[src/rtl/paddle_emu.sv]
// -----------------------------------------------------------------------------
// paddle_emu
// Per-player paddle emulation stage for the AY-3-8500 bat inputs. One player's
// control source (digital up/down, analog stick axis or paddle) is turned into
// a line count. The count is loaded on each vertical sync and decremented on
// each horizontal sync. pin_out is high once the count has reached zero. The
// chip reads bat position from the line on which pin_out rises.
//
// Parameters
//   POS_INIT     : digital position after reset (0..255)
//   SPEED_SLOW   : digital step per frame with fast=0 (1..31)
//   SPEED_FAST   : digital step per frame with fast=1 (1..31)
//   ACCEL_FRAMES : consecutive held frames before the step doubles (0 = off)
//
// Ports
//   clk_sys  in  : system clock, all inputs synchronous to it
//   reset    in  : asynchronous active-low reset
//   hs, vs   in  : active-high horizontal / vertical sync
//   mode     in  : 0 digital, 1 analog Y, 2 analog X, 3 paddle
//   invert   in  : XOR the loaded value with 8'hFF
//   fast     in  : select SPEED_FAST for digital steps
//   btn_up   in  : digital up control
//   btn_down in  : digital down control
//   analog   in  : [15:8] Y, [7:0] X, two's complement
//   paddle   in  : unsigned paddle value
//   pos      out : current digital position
//   pin_out  out : high while the line countdown is zero
// -----------------------------------------------------------------------------
module paddle_emu #(
  parameter int unsigned POS_INIT     = 128,
  parameter int unsigned SPEED_SLOW   = 5,
  parameter int unsigned SPEED_FAST   = 8,
  parameter int unsigned ACCEL_FRAMES = 16
) (
  input  logic        clk_sys,
  input  logic        reset,
  input  logic        hs,
  input  logic        vs,
  input  logic [1:0]  mode,
  input  logic        invert,
  input  logic        fast,
  input  logic        btn_up,
  input  logic        btn_down,
  input  logic [15:0] analog,
  input  logic [7:0]  paddle,
  output logic [7:0]  pos,
  output logic        pin_out
);

  // Direction state encoding.
  localparam logic [1:0] DIR_IDLE = 2'b00;
  localparam logic [1:0] DIR_UP   = 2'b01;
  localparam logic [1:0] DIR_DOWN = 2'b10;

  // Control source encoding.
  localparam logic [1:0] MODE_DIGITAL  = 2'd0;
  localparam logic [1:0] MODE_ANALOG_Y = 2'd1;
  localparam logic [1:0] MODE_ANALOG_X = 2'd2;
  localparam logic [1:0] MODE_PADDLE   = 2'd3;

  localparam logic [4:0]        HELD_MAX     = 5'd31;
  localparam logic [7:0]        POS_INIT_C   = 8'(POS_INIT);
  localparam logic signed [9:0] SPEED_SLOW_C = $signed(10'(SPEED_SLOW));
  localparam logic signed [9:0] SPEED_FAST_C = $signed(10'(SPEED_FAST));
  localparam bit                ACCEL_EN_C   = (ACCEL_FRAMES != 32'd0);
  // held saturates at 31, so any threshold above that simply never triggers.
  localparam logic [5:0]        ACCEL_THR_C  = (ACCEL_FRAMES > 32'd63) ? 6'd63 : 6'(ACCEL_FRAMES);

  // Step size for this frame. It uses the held count from before the frame's
  // update, so the doubling starts one frame after held reaches the threshold.
  function automatic logic signed [9:0] calc_step(input logic fast_i, input logic [4:0] held_i);
    logic signed [9:0] base;
    base = fast_i ? SPEED_FAST_C : SPEED_SLOW_C;
    if (ACCEL_EN_C && ({1'b0, held_i} >= ACCEL_THR_C)) begin
      calc_step = base <<< 1;
    end else begin
      calc_step = base;
    end
  endfunction

  // Signed move of the position, clamped to 0..255.
  function automatic logic [7:0] sat_move(input logic [7:0] pos_i, input logic signed [9:0] delta_i);
    logic signed [9:0] sum;
    sum = $signed({2'b00, pos_i}) + delta_i;
    if (sum < 10'sd0) begin
      sat_move = 8'd0;
    end else if (sum > 10'sd255) begin
      sat_move = 8'hFF;
    end else begin
      sat_move = sum[7:0];
    end
  endfunction

  logic              hs_d_r;
  logic              vs_d_r;
  logic [7:0]        pos_r;
  logic [7:0]        cap_r;
  logic [4:0]        held_r;
  logic [1:0]        dir_r;

  logic              frame_s;
  logic              line_s;
  logic              digital_s;
  logic [1:0]        dir_next_s;
  logic [4:0]        held_next_s;
  logic signed [9:0] step_s;
  logic [7:0]        pos_next_s;
  logic [7:0]        load_raw_s;
  logic [7:0]        load_s;

  assign frame_s   = vs & ~vs_d_r;
  assign line_s    = hs & ~hs_d_r;
  assign digital_s = (mode == MODE_DIGITAL);

  // Next direction from the buttons; both or neither pressed means idle.
  always_comb begin
    dir_next_s = DIR_IDLE;
    case ({btn_up, btn_down})
      2'b10:   dir_next_s = DIR_UP;
      2'b01:   dir_next_s = DIR_DOWN;
      default: dir_next_s = DIR_IDLE;
    endcase
  end

  // Held-frame counter: cleared on a direction change, saturating while held.
  always_comb begin
    held_next_s = held_r;
    if (dir_next_s != dir_r) begin
      held_next_s = 5'd0;
    end else if (dir_next_s == DIR_IDLE) begin
      held_next_s = held_r;
    end else if (held_r != HELD_MAX) begin
      held_next_s = held_r + 5'd1;
    end else begin
      held_next_s = held_r;
    end
  end

  // Saturating position update for the direction chosen this frame.
  always_comb begin
    step_s     = calc_step(fast, held_r);
    pos_next_s = pos_r;
    case (dir_next_s)
      DIR_UP:   pos_next_s = sat_move(pos_r, -step_s);
      DIR_DOWN: pos_next_s = sat_move(pos_r, step_s);
      default:  pos_next_s = pos_r;
    endcase
  end

  // Value loaded into the countdown. Analog axes are offset to unsigned by
  // flipping the sign bit. Digital mode loads the pre-update position.
  always_comb begin
    load_raw_s = paddle;
    case (mode)
      MODE_DIGITAL:  load_raw_s = pos_r;
      MODE_ANALOG_Y: load_raw_s = {~analog[15], analog[14:8]};
      MODE_ANALOG_X: load_raw_s = {~analog[7], analog[6:0]};
      MODE_PADDLE:   load_raw_s = paddle;
      default:       load_raw_s = paddle;
    endcase
    load_s = load_raw_s ^ {8{invert}};
  end

  // Sync edge detectors.
  always_ff @(posedge clk_sys or negedge reset) begin
    if (!reset) begin
      hs_d_r <= 1'b0;
      vs_d_r <= 1'b0;
    end else begin
      hs_d_r <= hs;
      vs_d_r <= vs;
    end
  end

  // Digital position and direction state, advanced once per frame.
  always_ff @(posedge clk_sys or negedge reset) begin
    if (!reset) begin
      pos_r  <= POS_INIT_C;
      held_r <= 5'd0;
      dir_r  <= DIR_IDLE;
    end else if (frame_s) begin
      if (digital_s) begin
        pos_r  <= pos_next_s;
        held_r <= held_next_s;
        dir_r  <= dir_next_s;
      end else begin
        pos_r  <= pos_r;
        held_r <= 5'd0;
        dir_r  <= DIR_IDLE;
      end
    end else begin
      pos_r  <= pos_r;
      held_r <= held_r;
      dir_r  <= dir_r;
    end
  end

  // Line countdown: a frame load wins over a coincident line decrement.
  always_ff @(posedge clk_sys or negedge reset) begin
    if (!reset) begin
      cap_r <= 8'd0;
    end else if (frame_s) begin
      cap_r <= load_s;
    end else if (line_s && (cap_r != 8'd0)) begin
      cap_r <= cap_r - 8'd1;
    end else begin
      cap_r <= cap_r;
    end
  end

  assign pos     = pos_r;
  assign pin_out = (cap_r == 8'd0);

endmodule
[config.mk]
export PLATFORM = sky130hd
export DESIGN_NAME = paddle_emu
export DESIGN_NICKNAME = d
export VERILOG_FILES = /design/src/rtl/paddle_emu.sv
export SDC_FILE = /design/constraint.sdc
export NUM_CORES = 1
export LEC_CHECK = 0
export ABC_AREA = 0
export CORE_ASPECT_RATIO = 1.2
export CORE_MARGIN = 5
export CORE_UTILIZATION = 53
export DETAILED_ROUTE_END_ITERATION = 8
export PLACE_DENSITY_LB_ADDON = 0.3
export SYNTH_ARGS = -nofsm -noshare
export SYNTH_HDL_FRONTEND = slang
export SYNTH_SLANG_ARGS = --single-unit
[constraint.sdc]
create_clock -name clk_sys -period 2.8 [get_ports clk_sys]
set_input_delay 0.42 -clock clk_sys [delete_from_list [all_inputs] [get_ports clk_sys]]
set_output_delay 0.42 -clock clk_sys [all_outputs]
set_load 0.05 [all_outputs]
==> results.py <==
metrics = {
    "status": {
        "status": "finished clean",
    },
    "pwr": {
        "ir_drop_mv": 0.5820,
        "p_switching_mw": 0.8083,
        "powerDensity_nw_per_um2": 639.4,
        "p_leak_nw": 1.251,
        "internal_power_mw": 1.037,
        "sw_frac_of_total_pct": 43.79,
        "pwr-share-clk_pct": 11.5,
        "p_comb_share_pct": 58.3,
        "seqPwrFrac_pct": 30.2,
        "finalPower_mw": 1.846,
    },
    "placement": {
        "portBuffers": 42,
        "gp_congestion": 0.9214,
        "dpl_worst_slack_ns": -0.03927,
        "place_hpwl_um": 4413,
    },
    "grt": {
        "grt_pass1_wl_um": 9252,
        "grt_pass1_vias": 1997,
        "grt_overflow": 0,
        "track_usage_pct": 20.16,
        "grt_max_degree": 26,
        "antenna_found_initial": 0,
    },
    "route": {
        "drtPass1Iterations": 4,
        "dr_total_vias": 1988,
        "routed_wl_um": 5481,
        "drt-vias-per-instance": 5.729,
        "antenna_left": 0,
        "drc": 0,
        "wl_per_cell_um": 15.80,
        "drt_iter0_drc": 101,
    },
    "finish": {
        "final_common_cell": "clkdlybuf4s50_1",
        "fill_cells": 351,
        "multi_input_area_um2": 1521,
        "diodes": 0,
        "drive_gt1_share_pct": 15.12,
        "fin_nets": 347,
        "layout_common_cells": "41 x clkdlybuf4s50_1, 24 x nor2_1, 24 x dfrtp_1",
        "regArea_um2": 626.9,
        "areaGrowthSynthToFinish_pct": 26.41,
    },
    "clock_tree": {
        "clk_latency_ns": 0.26,
        "root_buffer": "clkbuf_8",
        "tritoncts": "done",
        "clkTransAtPathRegs_ns": 0.09,
        "clock-sinks": 25,
        "clock_path_buffers": 2,
        "cts_hold_buf": 0,
        "numCtsBuffers": 3,
        "h-tree-depth": 1,
    },
    "floorplan": {
        "die_area_um2": 5727,
        "core_um2": 4229,
        "row_count": 26,
        "ioPinCount": 43,
        "die_h_um": 81.91,
        "die_w_um": 69.92,
        "start_util_pct": 53.99,
    },
    "sta": {
        "clock.fmax_mhz": 388.5,
        "setup_viol": 0,
        "timing.final.crit_share_pct": 91.93,
        "rsz0062_at_grt": "false",
        "layout_setup_ws_ns": 0.2259,
        "slew_viol_final": 0,
        "finalHoldViolCount": 0,
        "fin_skew_ns": 0.002589,
        "period_needed_ns": 2.574,
        "slew-limit-headroom_pct": 61.37,
        "worst_pin_slew_ns": 0.5795,
    },
    "run": {
        "drv_cap": 0,
    },
    "setup_path": {
        "startpoint_type": "input port",
        "path_class": "input port to flip-flop",
        "end_kind": "flip-flop",
        "critPathArrivalTime_ns": 2.71,
        "worstPathRequired_ns": 2.94,
        "critPathMaxFanout": 6,
    },
    "yosys": {
        "synth_area_per_cell_um2": 9.554,
        "ys_warn_count": 0,
        "ys_ff_latch": 25,
        "synth_area_um2": 2283,
        "synthArstFlopShare_pct": 100.0,
        "synth_flop_cell": "dfrtp_1",
        "synth-edff-count": 0,
        "syn-num-nets": 294,
        "synth_cell_types": 58,
        "yosysSeqAreaShare_pct": 27.45,
        "syn_inst": 239,
    },
    "min_path": {
        "hold_path_class": "input port to asynchronous set/reset pin",
    },
}
==> state kept, by name, indices dropped and copies added, names as in the netlist <==
register  cells
dir_r         2
vs_d_r        1
cap_r         8
held_r        5
hs_d_r        1
pos           8
==> final cells by class <==
| type | count | share of cell area, % |
|---|---|---|
| Multi-Input combinational cell | 184 | 52.71 |
| Sequential cell | 25 | 21.72 |
| Timing Repair Buffer | 59 | 19.07 |
| Inverter | 19 | 2.471 |
| Tap cell | 56 | 2.427 |
| Clock buffer | 3 | 1.430 |
| Clock inverter | 1 | 0.1734 |
==> synthesized netlist by cell type (3+ instances only) <==
library cell | n | area [um2]
nand3_1 | 3 | 15.01
xnor2_1 | 8 | 70.07
nor3_1 | 7 | 35.03
o21ai_0 | 8 | 40.04
nor2_1 | 24 | 90.09
mux2i_1 | 3 | 30.03
o31ai_1 | 3 | 22.52
nor2b_1 | 3 | 18.77
dfrtp_1 | 24 | 600.6
nor4_1 | 3 | 18.77
xor2_1 | 15 | 131.4
nand2_1 | 12 | 45.04
nand2b_1 | 5 | 31.28
a21oi_1 | 15 | 75.07
mux4_2 | 8 | 180.2
clkbuf_1 | 4 | 15.01
ha_1 | 19 | 237.7
inv_1 | 19 | 71.32
buf_2 | 3 | 15.01
a31oi_1 | 4 | 25.02
==> metal layers <==
layer | vias to the layer above | share of wire (%) | GRT usage (%)
met3 | 8 | 3.5 | 1.836
met1 | 959 | 41 | 23.99
met5 | - | 0 | 0
met2 | 47 | 54 | 37.90
li1 | 974 | - | -
met4 | 0 | 2.0 | 7.471
==> power groups by stage <==
stage / clock, mW / combinational (mW) / sequential (mW)
floorplan: 0 / 0.625 / 0.646
global placement: 0 / 1.06 / 0.558
detailed placement: 0 / 1.07 / 0.560
CTS: 0.218 / 1.08 / 0.555
global route: 0.232 / 1.17 / 0.574
finish: 0.211 / 1.08 / 0.557
==> worst paths after layout <==
kind / start / end / slack [ns] / cells after the start
worst max-delay path: fast / pos[5]$_DFFE_PN0P_ / 0.23 / 10
worst min-delay path: reset / vs_d_r$_DFF_PN0_ / 0.51 / 2
worst max register to register: held_r[4]$_DFFE_PN0P_ / pos[6]$_DFFE_PN0P_ / 0.43 / 9
worst min register to register: dir_r[1]$_DFFE_PN0P_ / dir_r[1]$_DFFE_PN0P_ / 0.53 / 2
max in group asynchronous: reset / pos[7]$_DFFE_PN1P_ / 2.00 / 2
min in group clk_sys: dir_r[1]$_DFFE_PN0P_ / dir_r[1]$_DFFE_PN0P_ / 0.53 / 2
==> kinds of logic after synthesis <==
| family | after synthesis | share of synthesized area, % |
|---|---|---|
| xor gates and xnor gates | 23 | 8.822 |
| AOI/OAI and AO/OA | 53 | 16.55 |
| muxes | 12 | 9.699 |
| DFF | 25 | 27.45 |
| buffers and inverters | 30 | 5.917 |
| adders and majority gates | 21 | 12.16 |
| and+or+nand+nor | 75 | 19.40 |
==> timing repair <==
action,in CTS,in global routing
endpoints found under the hold margin,0,0
setup endpoints to repair,0,1
gates resized for setup,0,1
buffers inserted,0,0
==> worst max-delay path, cell delays in order <==
cell and delay, ns:
clkdlybuf4s50_1 0.48, inv_1 0.06, ha_1 0.24, ha_1 0.22, fa_1 0.44, nor2b_4 0.14
o311a_4 0.22, nor3_2 0.05, a221oi_1 0.31, a31oi_1 0.12
==> stage by stage <==
stage                     setup TNS, ns  utilization [%]  hold slack (ns)  cell area, um2  cells
after floorplan                       0                -           0.1244            2283    239
after global placement                0            67.10           0.4894            2838    343
after detailed placement       -0.08749            67.10           0.4898            2838    343
after CTS                             0            68.20           0.5136            2884    347
after global routing                  0            68.25           0.5376            2887    347
final                                 0            68.25           0.5059            2887    347
No activity file was read; power rests on OpenSTA's default activity.
